$ cat src/rtl/wb_stage_pkg.sv
// Shared encodings for the registered writeback stage and its load extender.
// Also used by the LSU so load funct3 handling stays consistent between the two.
package wb_stage_pkg;

    localparam int DATA_WIDTH = 32;

    typedef enum logic [1:0] {
        WB_ALU = 2'd0,
        WB_MEM = 2'd1,
        WB_PC4 = 2'd2,
        WB_IMM = 2'd3
    } wb_sel_e;

    localparam logic [2:0] F3_LB  = 3'b000;
    localparam logic [2:0] F3_LH  = 3'b001;
    localparam logic [2:0] F3_LW  = 3'b010;
    localparam logic [2:0] F3_LD  = 3'b011;
    localparam logic [2:0] F3_LBU = 3'b100;
    localparam logic [2:0] F3_LHU = 3'b101;
    localparam logic [2:0] F3_LWU = 3'b110;

    typedef enum logic {
        ST_IDLE     = 1'b0,
        ST_WAIT_MEM = 1'b1
    } wb_state_e;

    // Byte-offset bits that must be zero for a naturally aligned access of this type.
    function automatic logic [2:0] align_mask(input logic [2:0] funct3);
        logic [2:0] m;
        m = 3'b000;
        case (funct3)
            F3_LH, F3_LHU: m = 3'b001;
            F3_LW, F3_LWU: m = 3'b011;
            F3_LD:         m = 3'b111;
            default:       m = 3'b000;
        endcase
        return m;
    endfunction

endpackage

$ cat src/rtl/wb_stage_if.sv
// MEM-to-WB handshake, data-memory response and writeback port bundle.
// master = upstream pipeline/memory side, slave = the writeback stage.
interface wb_stage_if
    import wb_stage_pkg::*;
#(
    parameter int XLEN   = DATA_WIDTH,
    parameter int REG_AW = 5,
    parameter int OFF_W  = $clog2(XLEN/8)
) ();

    logic              in_valid;
    logic              in_ready;
    logic [XLEN-1:0]   alu_result;
    logic [XLEN-1:0]   pc_plus4;
    logic [XLEN-1:0]   imm;
    logic [1:0]        wb_sel;
    logic              reg_write_in;
    logic              kill_wb;
    logic [REG_AW-1:0] rd_in;
    logic [2:0]        load_funct3;
    logic [OFF_W-1:0]  addr_lo;
    logic              mem_rvalid;
    logic [XLEN-1:0]   mem_rdata;
    logic              wb_valid;
    logic [XLEN-1:0]   rd_wdata;
    logic              reg_write_out;
    logic [REG_AW-1:0] rd_out;
    logic              load_fault;
    logic              busy;

    modport master (
        output in_valid, alu_result, pc_plus4, imm, wb_sel, reg_write_in, kill_wb,
               rd_in, load_funct3, addr_lo, mem_rvalid, mem_rdata,
        input  in_ready, wb_valid, rd_wdata, reg_write_out, rd_out, load_fault, busy
    );

    modport slave (
        input  in_valid, alu_result, pc_plus4, imm, wb_sel, reg_write_in, kill_wb,
               rd_in, load_funct3, addr_lo, mem_rvalid, mem_rdata,
        output in_ready, wb_valid, rd_wdata, reg_write_out, rd_out, load_fault, busy
    );

endinterface

$ cat src/rtl/wb_stage_load_extend.sv
// Combinational load aligner: shifts the raw word down by the byte offset, then
// sign/zero-extends; misaligned or illegal (for this XLEN) loads fault with zero data.
module load_extend
    import wb_stage_pkg::*;
#(
    parameter int XLEN  = DATA_WIDTH,
    parameter int OFF_W = $clog2(XLEN/8)
) (
    input  logic [2:0]       funct3,
    input  logic [OFF_W-1:0] offset,
    input  logic [XLEN-1:0]  raw,
    output logic [XLEN-1:0]  data,
    output logic             fault
);

    logic [XLEN-1:0] shifted;
    logic [XLEN-1:0] ext;
    logic            illegal;
    logic            misaligned;

    assign shifted    = raw >> {offset, 3'b000};
    assign misaligned = |(offset & OFF_W'(align_mask(funct3)));

    always_comb begin
        ext     = '0;
        illegal = 1'b0;
        case (funct3)
            F3_LB:  ext = XLEN'($signed(shifted[7:0]));
            F3_LH:  ext = XLEN'($signed(shifted[15:0]));
            F3_LW:  ext = XLEN'($signed(shifted[31:0]));
            F3_LBU: ext = XLEN'(shifted[7:0]);
            F3_LHU: ext = XLEN'(shifted[15:0]);
            F3_LD: begin
                if (XLEN == 64) ext = shifted;
                else            illegal = 1'b1;
            end
            F3_LWU: begin
                if (XLEN == 64) ext = XLEN'(shifted[31:0]);
                else            illegal = 1'b1;
            end
            default: illegal = 1'b1;
        endcase
    end

    assign fault = illegal | misaligned;
    assign data  = fault ? '0 : ext;

endmodule

$ cat src/rtl/wb_stage.sv
// Registered writeback stage: selects the result source, waits for load data when
// needed, and drives the register-file write port / WB forwarding source.
//
// state       | meaning
// ST_IDLE     | ready; non-load results retire on the next edge
// ST_WAIT_MEM | load accepted, waiting (unbounded) for mem_rvalid
module wb_stage
    import wb_stage_pkg::*;
#(
    parameter int XLEN   = DATA_WIDTH,
    parameter int REG_AW = 5,
    parameter int OFF_W  = $clog2(XLEN/8)
) (
    input  logic       clk,
    input  logic       rst_n,
    wb_stage_if.slave  bus
);

    wb_state_e         state;
    wb_state_e         state_nxt;
    logic              accept;
    logic              take_load;
    logic              in_ready_c;
    logic              busy_c;

    logic [REG_AW-1:0] ld_rd;
    logic              ld_rw;
    logic [2:0]        ld_f3;
    logic [OFF_W-1:0]  ld_off;
    logic [XLEN-1:0]   ext_data;
    logic              ext_fault;

    logic              wb_valid_d, wb_valid_q;
    logic [XLEN-1:0]   wdata_d, wdata_q;
    logic              rw_d, rw_q;
    logic [REG_AW-1:0] rd_d, rd_q;
    logic              fault_d, fault_q;

    assign accept    = bus.in_valid & in_ready_c;
    assign take_load = (bus.wb_sel == WB_MEM) & ~bus.kill_wb;

    load_extend #(
        .XLEN  (XLEN),
        .OFF_W (OFF_W)
    ) u_load_extend (
        .funct3 (ld_f3),
        .offset (ld_off),
        .raw    (bus.mem_rdata),
        .data   (ext_data),
        .fault  (ext_fault)
    );

    always_ff @(posedge clk) begin
        if (!rst_n) state <= ST_IDLE;
        else        state <= state_nxt;
    end

    always_comb begin
        state_nxt = state;
        case (state)
            ST_IDLE:     if (accept && take_load) state_nxt = ST_WAIT_MEM;
            ST_WAIT_MEM: if (bus.mem_rvalid)      state_nxt = ST_IDLE;
            default:     state_nxt = ST_IDLE;
        endcase
    end

    // Next values of the registered writeback port; all-zero unless something retires.
    always_comb begin
        in_ready_c = rst_n & (state == ST_IDLE);
        busy_c     = (state == ST_WAIT_MEM);
        wb_valid_d = 1'b0;
        wdata_d    = '0;
        rw_d       = 1'b0;
        rd_d       = '0;
        fault_d    = 1'b0;
        case (state)
            ST_IDLE: begin
                if (accept && !take_load) begin
                    wb_valid_d = 1'b1;
                    rd_d       = bus.rd_in;
                    rw_d       = bus.reg_write_in & ~bus.kill_wb & (bus.rd_in != '0);
                    case (wb_sel_e'(bus.wb_sel))
                        WB_ALU:  wdata_d = bus.alu_result;
                        WB_PC4:  wdata_d = bus.pc_plus4;
                        WB_IMM:  wdata_d = bus.imm;
                        default: wdata_d = '0;
                    endcase
                end
            end
            ST_WAIT_MEM: begin
                if (bus.mem_rvalid) begin
                    wb_valid_d = 1'b1;
                    rd_d       = ld_rd;
                    fault_d    = ext_fault;
                    wdata_d    = ext_data;
                    rw_d       = ld_rw & (ld_rd != '0) & ~ext_fault;
                end
            end
            default: ;
        endcase
    end

    always_ff @(posedge clk) begin
        if (!rst_n) begin
            wb_valid_q <= 1'b0;
            wdata_q    <= '0;
            rw_q       <= 1'b0;
            rd_q       <= '0;
            fault_q    <= 1'b0;
            ld_rd      <= '0;
            ld_rw      <= 1'b0;
            ld_f3      <= '0;
            ld_off     <= '0;
        end else begin
            wb_valid_q <= wb_valid_d;
            wdata_q    <= wdata_d;
            rw_q       <= rw_d;
            rd_q       <= rd_d;
            fault_q    <= fault_d;
            if (accept && take_load) begin
                ld_rd  <= bus.rd_in;
                ld_rw  <= bus.reg_write_in;
                ld_f3  <= bus.load_funct3;
                ld_off <= bus.addr_lo;
            end
        end
    end

    assign bus.in_ready      = in_ready_c;
    assign bus.busy          = busy_c;
    assign bus.wb_valid      = wb_valid_q;
    assign bus.rd_wdata      = wdata_q;
    assign bus.reg_write_out = rw_q;
    assign bus.rd_out        = rd_q;
    assign bus.load_fault    = fault_q;

endmodule

$ cat src/flat_wrapper.sv
// flat-port wrapper written by rule: the top's interface ports become plain ports
module wb_stage_flat import wb_stage_pkg::*;
#(
    parameter int XLEN   = DATA_WIDTH,
    parameter int REG_AW = 5,
    parameter int OFF_W  = $clog2(XLEN/8)
)
  (clk, rst_n, bus_in_valid, bus_alu_result, bus_pc_plus4, bus_imm, bus_wb_sel, bus_reg_write_in, bus_kill_wb, bus_rd_in, bus_load_funct3, bus_addr_lo, bus_mem_rvalid, bus_mem_rdata, bus_in_ready, bus_wb_valid, bus_rd_wdata, bus_reg_write_out, bus_rd_out, bus_load_fault, bus_busy);
  wb_stage_if #(.XLEN(XLEN), .REG_AW(REG_AW), .OFF_W(OFF_W)) bus_i ();
  input  logic clk;
  input  logic rst_n;
  input wire logic [$bits(bus_i.in_valid)-1:0] bus_in_valid;
  input wire logic [$bits(bus_i.alu_result)-1:0] bus_alu_result;
  input wire logic [$bits(bus_i.pc_plus4)-1:0] bus_pc_plus4;
  input wire logic [$bits(bus_i.imm)-1:0] bus_imm;
  input wire logic [$bits(bus_i.wb_sel)-1:0] bus_wb_sel;
  input wire logic [$bits(bus_i.reg_write_in)-1:0] bus_reg_write_in;
  input wire logic [$bits(bus_i.kill_wb)-1:0] bus_kill_wb;
  input wire logic [$bits(bus_i.rd_in)-1:0] bus_rd_in;
  input wire logic [$bits(bus_i.load_funct3)-1:0] bus_load_funct3;
  input wire logic [$bits(bus_i.addr_lo)-1:0] bus_addr_lo;
  input wire logic [$bits(bus_i.mem_rvalid)-1:0] bus_mem_rvalid;
  input wire logic [$bits(bus_i.mem_rdata)-1:0] bus_mem_rdata;
  output wire logic [$bits(bus_i.in_ready)-1:0] bus_in_ready;
  output wire logic [$bits(bus_i.wb_valid)-1:0] bus_wb_valid;
  output wire logic [$bits(bus_i.rd_wdata)-1:0] bus_rd_wdata;
  output wire logic [$bits(bus_i.reg_write_out)-1:0] bus_reg_write_out;
  output wire logic [$bits(bus_i.rd_out)-1:0] bus_rd_out;
  output wire logic [$bits(bus_i.load_fault)-1:0] bus_load_fault;
  output wire logic [$bits(bus_i.busy)-1:0] bus_busy;
  assign bus_i.in_valid = bus_in_valid;
  assign bus_i.alu_result = bus_alu_result;
  assign bus_i.pc_plus4 = bus_pc_plus4;
  assign bus_i.imm = bus_imm;
  assign bus_i.wb_sel = bus_wb_sel;
  assign bus_i.reg_write_in = bus_reg_write_in;
  assign bus_i.kill_wb = bus_kill_wb;
  assign bus_i.rd_in = bus_rd_in;
  assign bus_i.load_funct3 = bus_load_funct3;
  assign bus_i.addr_lo = bus_addr_lo;
  assign bus_i.mem_rvalid = bus_mem_rvalid;
  assign bus_i.mem_rdata = bus_mem_rdata;
  assign bus_in_ready = bus_i.in_ready;
  assign bus_wb_valid = bus_i.wb_valid;
  assign bus_rd_wdata = bus_i.rd_wdata;
  assign bus_reg_write_out = bus_i.reg_write_out;
  assign bus_rd_out = bus_i.rd_out;
  assign bus_load_fault = bus_i.load_fault;
  assign bus_busy = bus_i.busy;
  wb_stage #(.XLEN(XLEN), .REG_AW(REG_AW), .OFF_W(OFF_W)) u_core (.clk(clk), .rst_n(rst_n), .bus(bus_i));
endmodule
$ cat config.mk
export PLATFORM = sky130hd
export DESIGN_NAME = wb_stage_flat
export DESIGN_NICKNAME = d
export VERILOG_FILES = /design/src/rtl/wb_stage_pkg.sv /design/src/rtl/wb_stage_if.sv /design/src/rtl/wb_stage_load_extend.sv /design/src/rtl/wb_stage.sv /design/src/flat_wrapper.sv
export SDC_FILE = /design/constraint.sdc
export NUM_CORES = 1
export LEC_CHECK = 0
export CAP_MARGIN = 10
export CORE_MARGIN = 1.5
export CORE_UTILIZATION = 35
export DETAILED_ROUTE_END_ITERATION = 7
export GPL_TIMING_DRIVEN = 1
export MAX_ROUTING_LAYER = met4
export PLACE_DENSITY_LB_ADDON = 0.2
export SYNTH_ARGS = -nofsm -noshare
export SYNTH_HDL_FRONTEND = slang
export SYNTH_SLANG_ARGS = --single-unit
$ cat constraint.sdc
create_clock -name clk -period 3.3 [get_ports clk]
set_clock_uncertainty 0.1 [all_clocks]
set_input_delay 0.66 -clock clk [delete_from_list [all_inputs] [get_ports clk]]
set_output_delay 0.66 -clock clk [all_outputs]
set_load 0.02 [all_outputs]
==> Word level (Yosys, flattened, before mapping) <==
Cells that the tools add are included.
{ "word_totals": {"reg_bits": 52, "in_bits": 146, "out_inout_bits": 42, "wordCells": 64} }
{ "classes": {"eq_ne": 9, "n_shift": 1, "mux": 20, "bitwise_logic": 12, "reduce_logical": 12} }
{ "ops": {"columns": ["op", "count"], "rows": [
  ["32-bit case mux with 5 select lines", 1],
  ["32-bit two-way mux", 3],
  ["32-bit case mux with 3 select lines", 1],
  ["32-bit case mux with 2 select lines", 1],
  ["32-bit by 5-bit >> shifter with 32-bit output", 1],
  ["5-bit two-way mux", 2],
  ["5-bit case mux with 2 select lines", 1],
  ["5-bit nonzero test", 2],
  ["3-bit equality test (second input constant)", 3],
  ["1-bit bitwise AND", 7],
  ["1-bit two-way mux", 7],
  ["3-bit by 2-bit equality test with 1-bit output (second input constant)", 2],
  ["1-bit case mux with 2 select lines", 3],
  ["2-bit case mux with 3 select lines", 1],
  ["2-bit OR reduction", 3],
  ["5-bit OR reduction", 1],
  ["2-bit equality test (second input constant)", 2],
  ["3-bit by 1-bit equality test with 1-bit output (second input constant)", 1],
  ["3-bit zero test", 1],
  ["1-bit inverter", 3],
  ["3-bit AND reduction", 1],
  ["2-bit bitwise AND", 1],
  ["2-bit by 1-bit equality test with 1-bit output (second input constant)", 1],
  ["1-bit logical AND", 2],
  ["3 further kinds", 3]
]} }

==> Longest topological paths before layout <==
Gate-level depths: netlist of the first run.
{ "logic_depth": {"ltp_word": 10, "mapped_depth": 7, "ltp_nobuf": 4} }

==> By module <==
A second synthesis of the first run with hierarchy kept.
{ "hier_totals": {"hier_cells": 341, "area_unflattened_um2": 3062.9} }
{ "modules_own_cells": {"columns": ["module", "n_inst", "cells_per_inst", "area_each_um2", "seq_area_each_um2"], "rows": [
  ["wb_stage", 1, 261, 2404.8, 1041.0],
  ["load_extend", 1, 80, 658.1, 0.0]
]} }

==> Worst setup path before layout of the first run <==
No wires, ideal clock.
{ "synth_timing": {"kind": "input -> output", "startpoint": "input port rst_n", "endpoint": "output port bus_in_ready", "t_arrival_ns": 1.366, "required_time_ns": 2.540, "path_slack_ns": 1.174, "path_stages": 3, "n_path_buf": 2, "path_cell_list": "buf_2 clkbuf_1 nor2b_1"} }
{ "synth_via": {"elab_chain_len": 1} }
{ "synth_lines": {"columns": ["element", "line_no", "source"], "rows": [
  ["from (decl)", "flat_wrapper.sv:11", "input logic rst_n;"],
  ["1-bit bitwise AND", "wb_stage.sv:69", "in_ready_c = rst_n & (state == ST_IDLE);"],
  ["to (decl)", "flat_wrapper.sv:24", "output wire logic [$bits(bus_i.in_ready)-1:0] bus_in_ready;"]
]} }
Every way passes these cells.

==> Worst setup path in the final report of the first run <==
Ends and elaborated chain as after synthesis.

==> results of run 1 <==
==> sequential cells by signal, summed over array words and instances (netlist names) <==
signal                    flops
u_core.ld_rw                  1
u_core.ld_rd                  5
u_core.bus.rd_out             5
u_core.ld_off                 2
u_core.bus.reg_write_out      1
u_core.bus.wb_valid           1
u_core.bus.rd_wdata          32
u_core.bus.busy               1
u_core.ld_f3                  3
u_core.bus.load_fault         1
==> cells in the mapped netlist, drive strengths merged (2+ instances only) <==
cell type | instances | area share
mux2i | 53 | 0.16
dfxtp | 52 | 0.31
nand2 | 47 | 0.053
a211oi | 31 | 0.070
a21boi | 29 | 0.065
o21ai | 25 | 0.037
clkbuf | 21 | 0.024
nor2 | 21 | 0.024
nor2b | 19 | 0.036
buf | 15 | 0.028
o2bb2ai | 14 | 0.037
a32oi | 9 | 0.024
a221o | 8 | 0.024
nand2b | 5 | 0.0093
mux2 | 4 | 0.015
a22o | 3 | 0.0079
a21oi | 2 | 0.0030
and2 | 2 | 0.0037
and3 | 2 | 0.0037
and3b | 2 | 0.0052
nor3 | 2 | 0.0030
nor4 | 2 | 0.0056
o21a | 2 | 0.0045
or2 | 2 | 0.0037
or3 | 2 | 0.0037
==> layer usage <==
| metal | wire length (µm) | global-route usage |
|---|---|---|
| met4 | 215 | 0.0661 |
| met1 | 4960 | 0.288 |
| met5 | 0 | - |
| met2 | 5860 | 0.408 |
| met3 | 654 | 0.0340 |
==> worst max-delay path, cell delays in order <==
cell	delay, ns
clkdlybuf4s50_1	0.47
nor2b_1	0.13
clkdlybuf4s50_1	0.61
==> report_power, final <==
group	switching, W	total (W)	internal, W	leakage (nW)
Combinational	0.000168	0.000421	0.000253	1.46
Clock	0.000230	0.000381	0.000151	0.0445
Sequential	0.00000697	0.000651	0.000644	0.422
Total	0.000405	0.00145	0.00105	1.92
==> per-stage QoR <==
step,instance area (µm²),setup slack (ns),instances,utilization
after floorplan,3350,1.17,388,-
after detailed placement,5280,0.514,678,0.571
after global placement,5280,0.579,678,0.571
after CTS,5370,0.672,686,0.581
after global routing,5370,0.597,686,0.581
final,5370,0.677,686,0.581
==> worst paths after layout <==
path | end | cells after the start | slack [ns] | startpoint
min | u_core.ld_rd[1] | 2 | 0.39 | u_core.ld_rd[1]
max | bus_in_ready | 3 | 0.68 | rst_n
min reg2reg | u_core.ld_rd[1] | 2 | 0.39 | u_core.ld_rd[1]
max reg2reg | u_core.bus.rd_wdata[24] | 5 | 1.07 | u_core.ld_off[0]
==> final cells by class <==
class / count / share of cell area
Multi-Input combinational cell: 298 / 0.396
Tap cell: 129 / 0.0301
Sequential cell: 52 / 0.194
Clock inverter: 3 / 0.00396
Clock buffer: 5 / 0.0128
Inverter: 2 / 0.00140
Timing Repair Buffer: 197 / 0.362
==> kinds of logic (layout without fill, tap and decap cells) <==
| logic type | Yosys count | count (layout) | synth area share |
|---|---|---|---|
| AOI/OAI and AO/OA | 128 | 128 | 0.286 |
| and+or+nand+nor | 112 | 112 | 0.170 |
| muxes | 58 | 58 | 0.180 |
| DFF | 52 | 52 | 0.311 |
| buffers and inverters | 38 | 207 | 0.0538 |
==> flow_metrics.py, run 1 <==
metrics = {
    "status": {
        "status": "completed",
    },
    "critical_path": {
        "endpoint_kind": "output pin",
        "start_kind": "primary input",
        "critPathRequiredTime_ns": 2.54,
        "crit_arrival_ns": 1.86,
        "cp_max_fo": 2,
        "crit_type": "primary input to output pin",
    },
    "route": {
        "routed_wl_um": 11700,
        "drt_iter0_markers": 152,
        "route.vias.total": 3609,
        "antenna_left": 0,
        "via_per_inst": 5.26,
        "detail_route.wl_per_cell_um": 17.1,
        "route.detailed.drc": 0,
        "drt-pass1-iter-count": 4,
    },
    "timing": {
        "fin_hold_ws_ns": 0.391,
        "tns_ns": 0,
        "min_period_ns": 2.62,
        "final.period_utilization": 0.795,
        "slew_violations": 0,
        "relSlewSlack": 0.409,
        "finalSetupViolations": 0,
        "timing_hold_violations_final": 0,
        "timing.fmax_mhz": 381,
        "worst_pin_slew_ns": 0.887,
        "grt_setup_unrepaired": "false",
    },
    "synthesis": {
        "synth_seq_area_share": 0.311,
        "syn_avg_cell_area_um2": 8.63,
        "synth_area_mm2": 0.00335,
        "ys_ff_latch": 52,
        "syn_inst": 388,
        "synth_warnings": 0,
        "synth_cell_type_count": 44,
        "syn-num-nets": 534,
        "synth_edf_count": 0,
        "synthFlopType": "dfxtp_1",
        "async_reset_ff_frac": 0,
    },
    "grt": {
        "track_usage": 0.237,
        "grt_pass1_wl_um": 18300,
        "antenna_found_initial": 0,
        "grt_pass1_vias": 3640,
        "overflow": 0,
        "grt_max_degree": 44,
    },
    "clock_tree": {
        "cts_setup_buffers": 0,
        "worstSkewPairLatency_ns": 0.30,
        "cts_resized": 0,
        "cts_sinks": 52,
        "hold_buffers": 0,
        "clk_pin_slew_ns": 0.10,
        "htree_levels": 2,
        "cts_tree": "done",
        "cts-buffers-inserted": 5,
        "clockBufferDepth": 2,
        "cts_root_buffer": "clkbuf_8",
    },
    "place": {
        "hpwl_um": 9210,
        "portBuffers": 187,
        "gp_congestion": 0.890,
    },
    "die": {
        "rows": 35,
        "io_pins": 188,
        "core_area_mm2": 0.00924,
        "dieArea_mm2": 0.0102,
        "die-height_um": 101,
        "start_util": 0.362,
        "die_width_um": 101,
    },
    "cells_and_area": {
        "layout.cells.most_common_list": "clkdlybuf4s50_1 (186), mux2i_1 (53), dfxtp_1 (51)",
        "area_growth_pct": 60.4,
        "drive_above_1_share": 0.0539,
        "fill_cells": 854,
        "multiInputGateArea_mm2": 0.00213,
        "antenna_cells": 0,
        "final_common_cell": "clkdlybuf4s50_1",
        "seq_area_mm2": 0.00104,
        "nNetsFinal": 702,
    },
    "power_and_ir_drop": {
        "finalPower_w": 0.00145,
        "p_leak_nw": 1.92,
        "irDropWorstVdd_uv": 208,
        "powerDensity_mw_per_mm2": 271,
    },
    "job": {
        "max-cap-violations": 0,
    },
    "worst_hold_path": {
        "hold_path.class": "register to register",
    },
}
Power figures use the tool's default switching activity.
==> run 2: changes to the inputs <==
==> constraint.sdc (replaced) <==
create_clock -name clk -period 2.6 [get_ports clk]
set_clock_uncertainty 0.1 [all_clocks]
set_input_delay 0.52 -clock clk [delete_from_list [all_inputs] [get_ports clk]]
set_output_delay 0.52 -clock clk [all_outputs]
set_load 0.02 [all_outputs]
==> run 2 against run 1 <==
  * Hold slack is essentially flat
  * Sequential cell count unchanged
  * Via count grew 0.58%
  * Global-route usage rose by 0.057 points
  * Power up 47%
==> flow_metrics.py, run 2 (synthesis results as in run 1) <==
metrics = {
    "critical_path": {
        "critPathRequiredTime_ns": 1.98,
        "r2r_setup_slack_ns": 0.48,
        "r2r_cells": 5,
        "worstReg2RegStart": "u_core.ld_off[0]",
        "crit_type": "primary input to output pin",
        "worstSetupStartpoint": "rst_n",
        "r2r-end": "u_core.bus.rd_wdata[24]",
        "start_kind": "primary input",
        "endpoint_kind": "output pin",
        "cp_max_fo": 2,
        "crit_arrival_ns": 1.79,
    },
    "cells_and_area": {
        "area_growth_pct": 64.1,
        "drive_above_1_share": 0.0606,
        "nNetsFinal": 706,
        "layout.cells.most_common_list": "clkdlybuf4s50_1 (186), mux2i_1 (53), dfxtp_1 (51)",
        "antenna_cells": 0,
        "final_area_mm2": 0.00549,
        "final_common_cell": "clkdlybuf4s50_1",
        "largest_reg_flops": 32,
    },
    "grt": {
        "antenna_found_initial": 0,
        "grt_pass1_vias": 3619,
        "grt_max_degree": 44,
        "grt_pass1_wl_um": 18300,
        "overflow": 0,
        "track_usage": 0.237,
    },
    "worst_hold_path": {
        "whs_path_depth": 2,
        "hold_path_end": "u_core.ld_rd[4]",
        "min_from": "u_core.ld_rd[4]",
        "hold_path.class": "register to register",
    },
    "clock_tree": {
        "cts_resized": 0,
        "cts_setup_buffers": 0,
        "cts-buffers-inserted": 5,
        "htree_levels": 2,
        "cts_tree": "done",
        "cts_root_buffer": "clkbuf_8",
        "worstSkewPairLatency_ns": 0.30,
        "hold_buffers": 0,
        "cts_sinks": 52,
        "clk_pin_slew_ns": 0.10,
        "clockBufferDepth": 2,
    },
    "die": {
        "dieArea_mm2": 0.0102,
        "die-height_um": 101,
        "die_width_um": 101,
        "rows": 35,
        "start_util": 0.362,
        "core_area_mm2": 0.00924,
        "io_pins": 188,
    },
    "timing": {
        "timing_hold_violations_final": 0,
        "finalSetupViolations": 0,
        "final.period_utilization": 0.929,
        "slew_violations": 0,
        "timing.fmax_mhz": 414,
        "relSlewSlack": 0.542,
        "min_period_ns": 2.41,
        "tns_ns": 0,
        "worst_pin_slew_ns": 0.684,
        "fin_hold_ws_ns": 0.391,
        "grt_setup_unrepaired": "false",
    },
    "job": {
        "max-cap-violations": 0,
    },
    "route": {
        "drt_iter0_markers": 162,
        "drt-pass1-iter-count": 4,
        "route.vias.total": 3630,
        "via_per_inst": 5.26,
        "route.detailed.drc": 0,
        "routed_wl_um": 11900,
        "antenna_left": 0,
        "detail_route.wl_per_cell_um": 17.2,
    },
    "place": {
        "portBuffers": 187,
        "dpl_cell_area_mm2": 0.00533,
        "gp_congestion": 0.884,
        "hpwl_um": 9470,
    },
    "status": {
        "status": "completed",
    },
    "power_and_ir_drop": {
        "p_leak_nw": 1.98,
        "irDropWorstVdd_uv": 316,
        "powerDensity_mw_per_mm2": 388,
    },
}
[run 2: report_power, final]
group	leakage [nW]	internal [W]	switching, W
Clock	0.0784	0.000481	0.000277
Sequential	0.422	0.000817	0.00000833
Combinational	1.48	0.000328	0.000218
[run 2: metal layers]
metal / vias to the layer above / global-route usage / part of all wire
li1: 1783 / - / -
met5: - / - / 0
met4: 0 / 0.0737 / 0.024
met3: 21 / 0.0298 / 0.048
met1: 1703 / 0.281 / 0.43
met2: 123 / 0.417 / 0.50
[run 2: final cells by class]
cell class | count | area (µm²)
clock buffer | 5 | 68.8
fill | 850 | 3750
timing repair buffer | 201 | 2000
clock inverter | 3 | 90.1
inverter | 2 | 7.51
multi-input combinational | 298 | 2130
tap | 129 | 161
sequential | 52 | 1040
[run 2: worst max-delay path, cell delays in order]
cell and delay [ns]:
clkdlybuf4s50_1 0.52, nor2b_1 0.15, clkdlybuf4s50_1 0.61
[run 2: worst max path at each step]
stage | to | slack (ns) | cells after the start
3_5_place_dp | u_core.ld_rd[3] | 0.16 | 8
2_1_floorplan | u_core.bus.rd_wdata[24] | 0.67 | 6
3_3_place_gp | bus_in_ready | 0.19 | 3
4_1_cts | bus_in_ready | 0.18 | 3
6_report | bus_in_ready | 0.19 | 3
5_1_grt | bus_in_ready | 0.14 | 3
[run 2: stage by stage]
step	std cells	worst slack (ns)	total power [W]	util
2_1_floorplan	388	0.674	0.00106	-
3_3_place_gp	682	0.187	0.00138	0.577
3_5_place_dp	682	0.161	0.00139	0.577
4_1_cts	690	0.175	0.00215	0.594
5_1_grt	690	0.135	0.00222	0.594
6_report	690	0.185	0.00213	0.594
==> run 3: changes to the inputs <==
--- a/config.mk
+++ b/config.mk
@@ -8,6 +8,7 @@
 export CAP_MARGIN = 10
 export CORE_MARGIN = 1.5
 export CORE_UTILIZATION = 35
+export CTS_CLUSTER_SIZE = 16
 export DETAILED_ROUTE_END_ITERATION = 7
 export GPL_TIMING_DRIVEN = 1
 export MAX_ROUTING_LAYER = met4
==> results of run 3 <==
No change in the layout: final DEF, timing and power equal those of run 2.
==> RTL edit (settings of run 2) <==
Reset style: asynchronous (`rst_n`), changed in 2 clocked blocks.
--- a/src/rtl/wb_stage.sv
+++ b/src/rtl/wb_stage.sv
@@ -51,5 +51,5 @@
     );
 
-    always_ff @(posedge clk) begin
+    always_ff @(posedge clk or negedge rst_n) begin
         if (!rst_n) state <= ST_IDLE;
         else        state <= state_nxt;
@@ -101,5 +101,5 @@
     end
 
-    always_ff @(posedge clk) begin
+    always_ff @(posedge clk or negedge rst_n) begin
         if (!rst_n) begin
             wb_valid_q <= 1'b0;
Function: differs if rst_n is asserted again (counterexample within 4 cycles, from zero or initial values and one cycle with rst_n low); with rst_n held inactive, the same outputs for 10 cycles.
==> RTL edit against run 2 <==
Wire length down 10%. Hold slack worse by 150 ps. Power up 7.3%. Setup slack better by 130 ps. Design area down 5.0%. Largest cell class is now buffers. Sequential cell count unchanged. Utilization up 0.11 points. Synthesized area down 5.2%. Critical path type is now flop to primary output.
==> RTL edit: results (changes against run 2) <==
The run finished with clean final reports. The detailed-routing iteration count for the pre-antenna-repair pass is 4 (unchanged). The number of antenna violations at the first check in global routing came out at 0 (unchanged). Sorting the synthesized cells by area gives the leading types as dfrtp_1, mux2i_1, a221o_1. The number of nets in the layout came to 646 (-8.5%).

The synthesis warning total came to 0 (unchanged). The share of synthesized flip-flops with an asynchronous set or reset was 100.0% (+100 points). The fill cell instance count of the final layout came out at 783 (-7.9%).

The peak supply drop came out at 0.2754 mV (-13%). The sequential cell area fraction in the yosys report is 41.03% (+9.9 points). The synthesized area divided by synthesized cell count is 9.912 um^2 (+15%). The overall fraction of global-route tracks in use came out at 22.71% (-1.0 points).

Among cell families on the critical path, the largest total delay comes from buffers and inverters. The via count normalized by instance count was 5.213 (-0.90%). The clock latency on the worst-skew pair is 300 ps (about the same). The signal arrival time at the worst endpoint came out at 1660 ps (-130 ps). In the synthesized netlist, the cells that appear most often are dfrtp_1, mux2i_1, nor2_1. The number of flip-flops in the largest register is 32 (unchanged).

The leakage component of the power is 2.205 nW (+11%). The pre-CTS setup slack came out at 90.06 ps (-71.28 ps). The clock transition at the registers of the reported paths is 90 ps. The port buffer count came out at 187 (unchanged). CTS placed an instance of clkbuf_8 at the clock tree root. The estimated wirelength of the detail-placed design is 8526 um (-10%). The post-route non-filler standard cell count came to 609 (-12%).

The total nets after synthesis is 466 (-13%). The number of inserted diodes came out at 0 (unchanged). The via count of the first global-routing pass came out at 3297 (-8.9%). The largest incremental delay on the critical path came out at 660 ps (+50 ps). The number of cells after detailed placement was 601 (-12%). The largest net degree at the start of global routing came to 53 (+20%). The number of buffers added for setup after CTS came out at 0 (unchanged). The share of cells above drive strength 1 is 7.186% (+1.1 points). The count of unique library cells instantiated by Yosys is 34 (-23%). The class of the most critical hold timing path is input port to async pin.

The wire length of the first global-routing pass is 16770 um (-8.3%). The maximum root-to-sink buffer count came out at 2 (unchanged). The maximum fanout along the worst path is 5 (+3). The post-cts sizing count came to 0 (unchanged).

The TritonCTS buffer count is 5 (unchanged). The worst-margin pin slew came out at 650.2 ps (-34.10 ps). The number of H-tree levels is 2 (unchanged). The cell with the largest stage delay on the worst path is clkdlybuf4s50_1. Among all flip-flop cells after synthesis, the most frequent one is dfrtp_1.

The detailed router's first-iteration violation count is 149 (-8.0%). The final routed wire length divided by cell count came out at 17.45 um (+1.5%). The weighted congestion reported at the end of routability-driven placement is 0.9180 (+3.9%).
-- RTL edit: stage by stage --
step | total power [mW] | instance area, um^2 | hold slack, ps
floorplan | 1.402 | 3172 | 124.4
global placement | 1.797 | 5125 | 367.2
detailed placement | 1.819 | 5125 | 389.3
CTS | 2.302 | 5219 | 266.9
global route | 2.413 | 5219 | 296.2
finish | 2.286 | 5219 | 242.3
-- RTL edit: path summary, 6_finish.rpt --
kind                                                     end  slack, ps  cells after the start                         start
setup / recovery                                bus_in_ready        320                      2     u_core.bus.busy$_DFF_PN0_
hold / removal                u_core.bus.rd_out[4]$_DFF_PN0_        240                      2                         rst_n
setup reg to reg           u_core.bus.rd_wdata[15]$_DFF_PN0_        460                      4  u_core.ld_off[0]$_DFFE_PN0P_
hold reg to reg                     u_core.ld_rw$_DFFE_PN0P_        400                      1      u_core.ld_rw$_DFFE_PN0P_
max in group asynchronous  u_core.bus.rd_wdata[12]$_DFF_PN0_       1730                      2                         rst_n
min in group clk                    u_core.ld_rw$_DFFE_PN0P_        400                      1      u_core.ld_rw$_DFFE_PN0P_
-- RTL edit: where the power goes --
part	internal (mW)	switching, mW
sequential	0.879	0.0668
combinational	0.476	0.380
clock	0.217	0.267
-- RTL edit: layer usage --
layer	up-vias	share of wire (%)	global-route usage [%]	wire (um)
met5	-	0	-	0
met1	1477	42	27.21	4421
met2	143	48	37.72	5097
met3	18	8.2	5.941	872
li1	1537	-	-	-
met4	0	2.2	6.717	235
-- RTL edit: cell families after synthesis --
group | share of synthesized area (%)
buf+inv | 4.339
mux | 23.23
compound gates | 19.17
flops | 41.03
simple gates | 12.23
-- RTL edit: area by class of cell --
cell class,instances,area share [%]
timing repair buffer,199,37.40
tap,108,2.589
clock inverter,1,0.1439
sequential,52,24.93
clock buffer,7,1.654
inverter,1,0.07193
multi-input combinational,241,33.21
-- RTL edit: worst reg2reg max path, cell delays in order, from the launching register on --
cell	delay, ps
dfrtp_1	730
mux2i_1	220
mux2_2	330
or3_1	500
o211ai_1	180
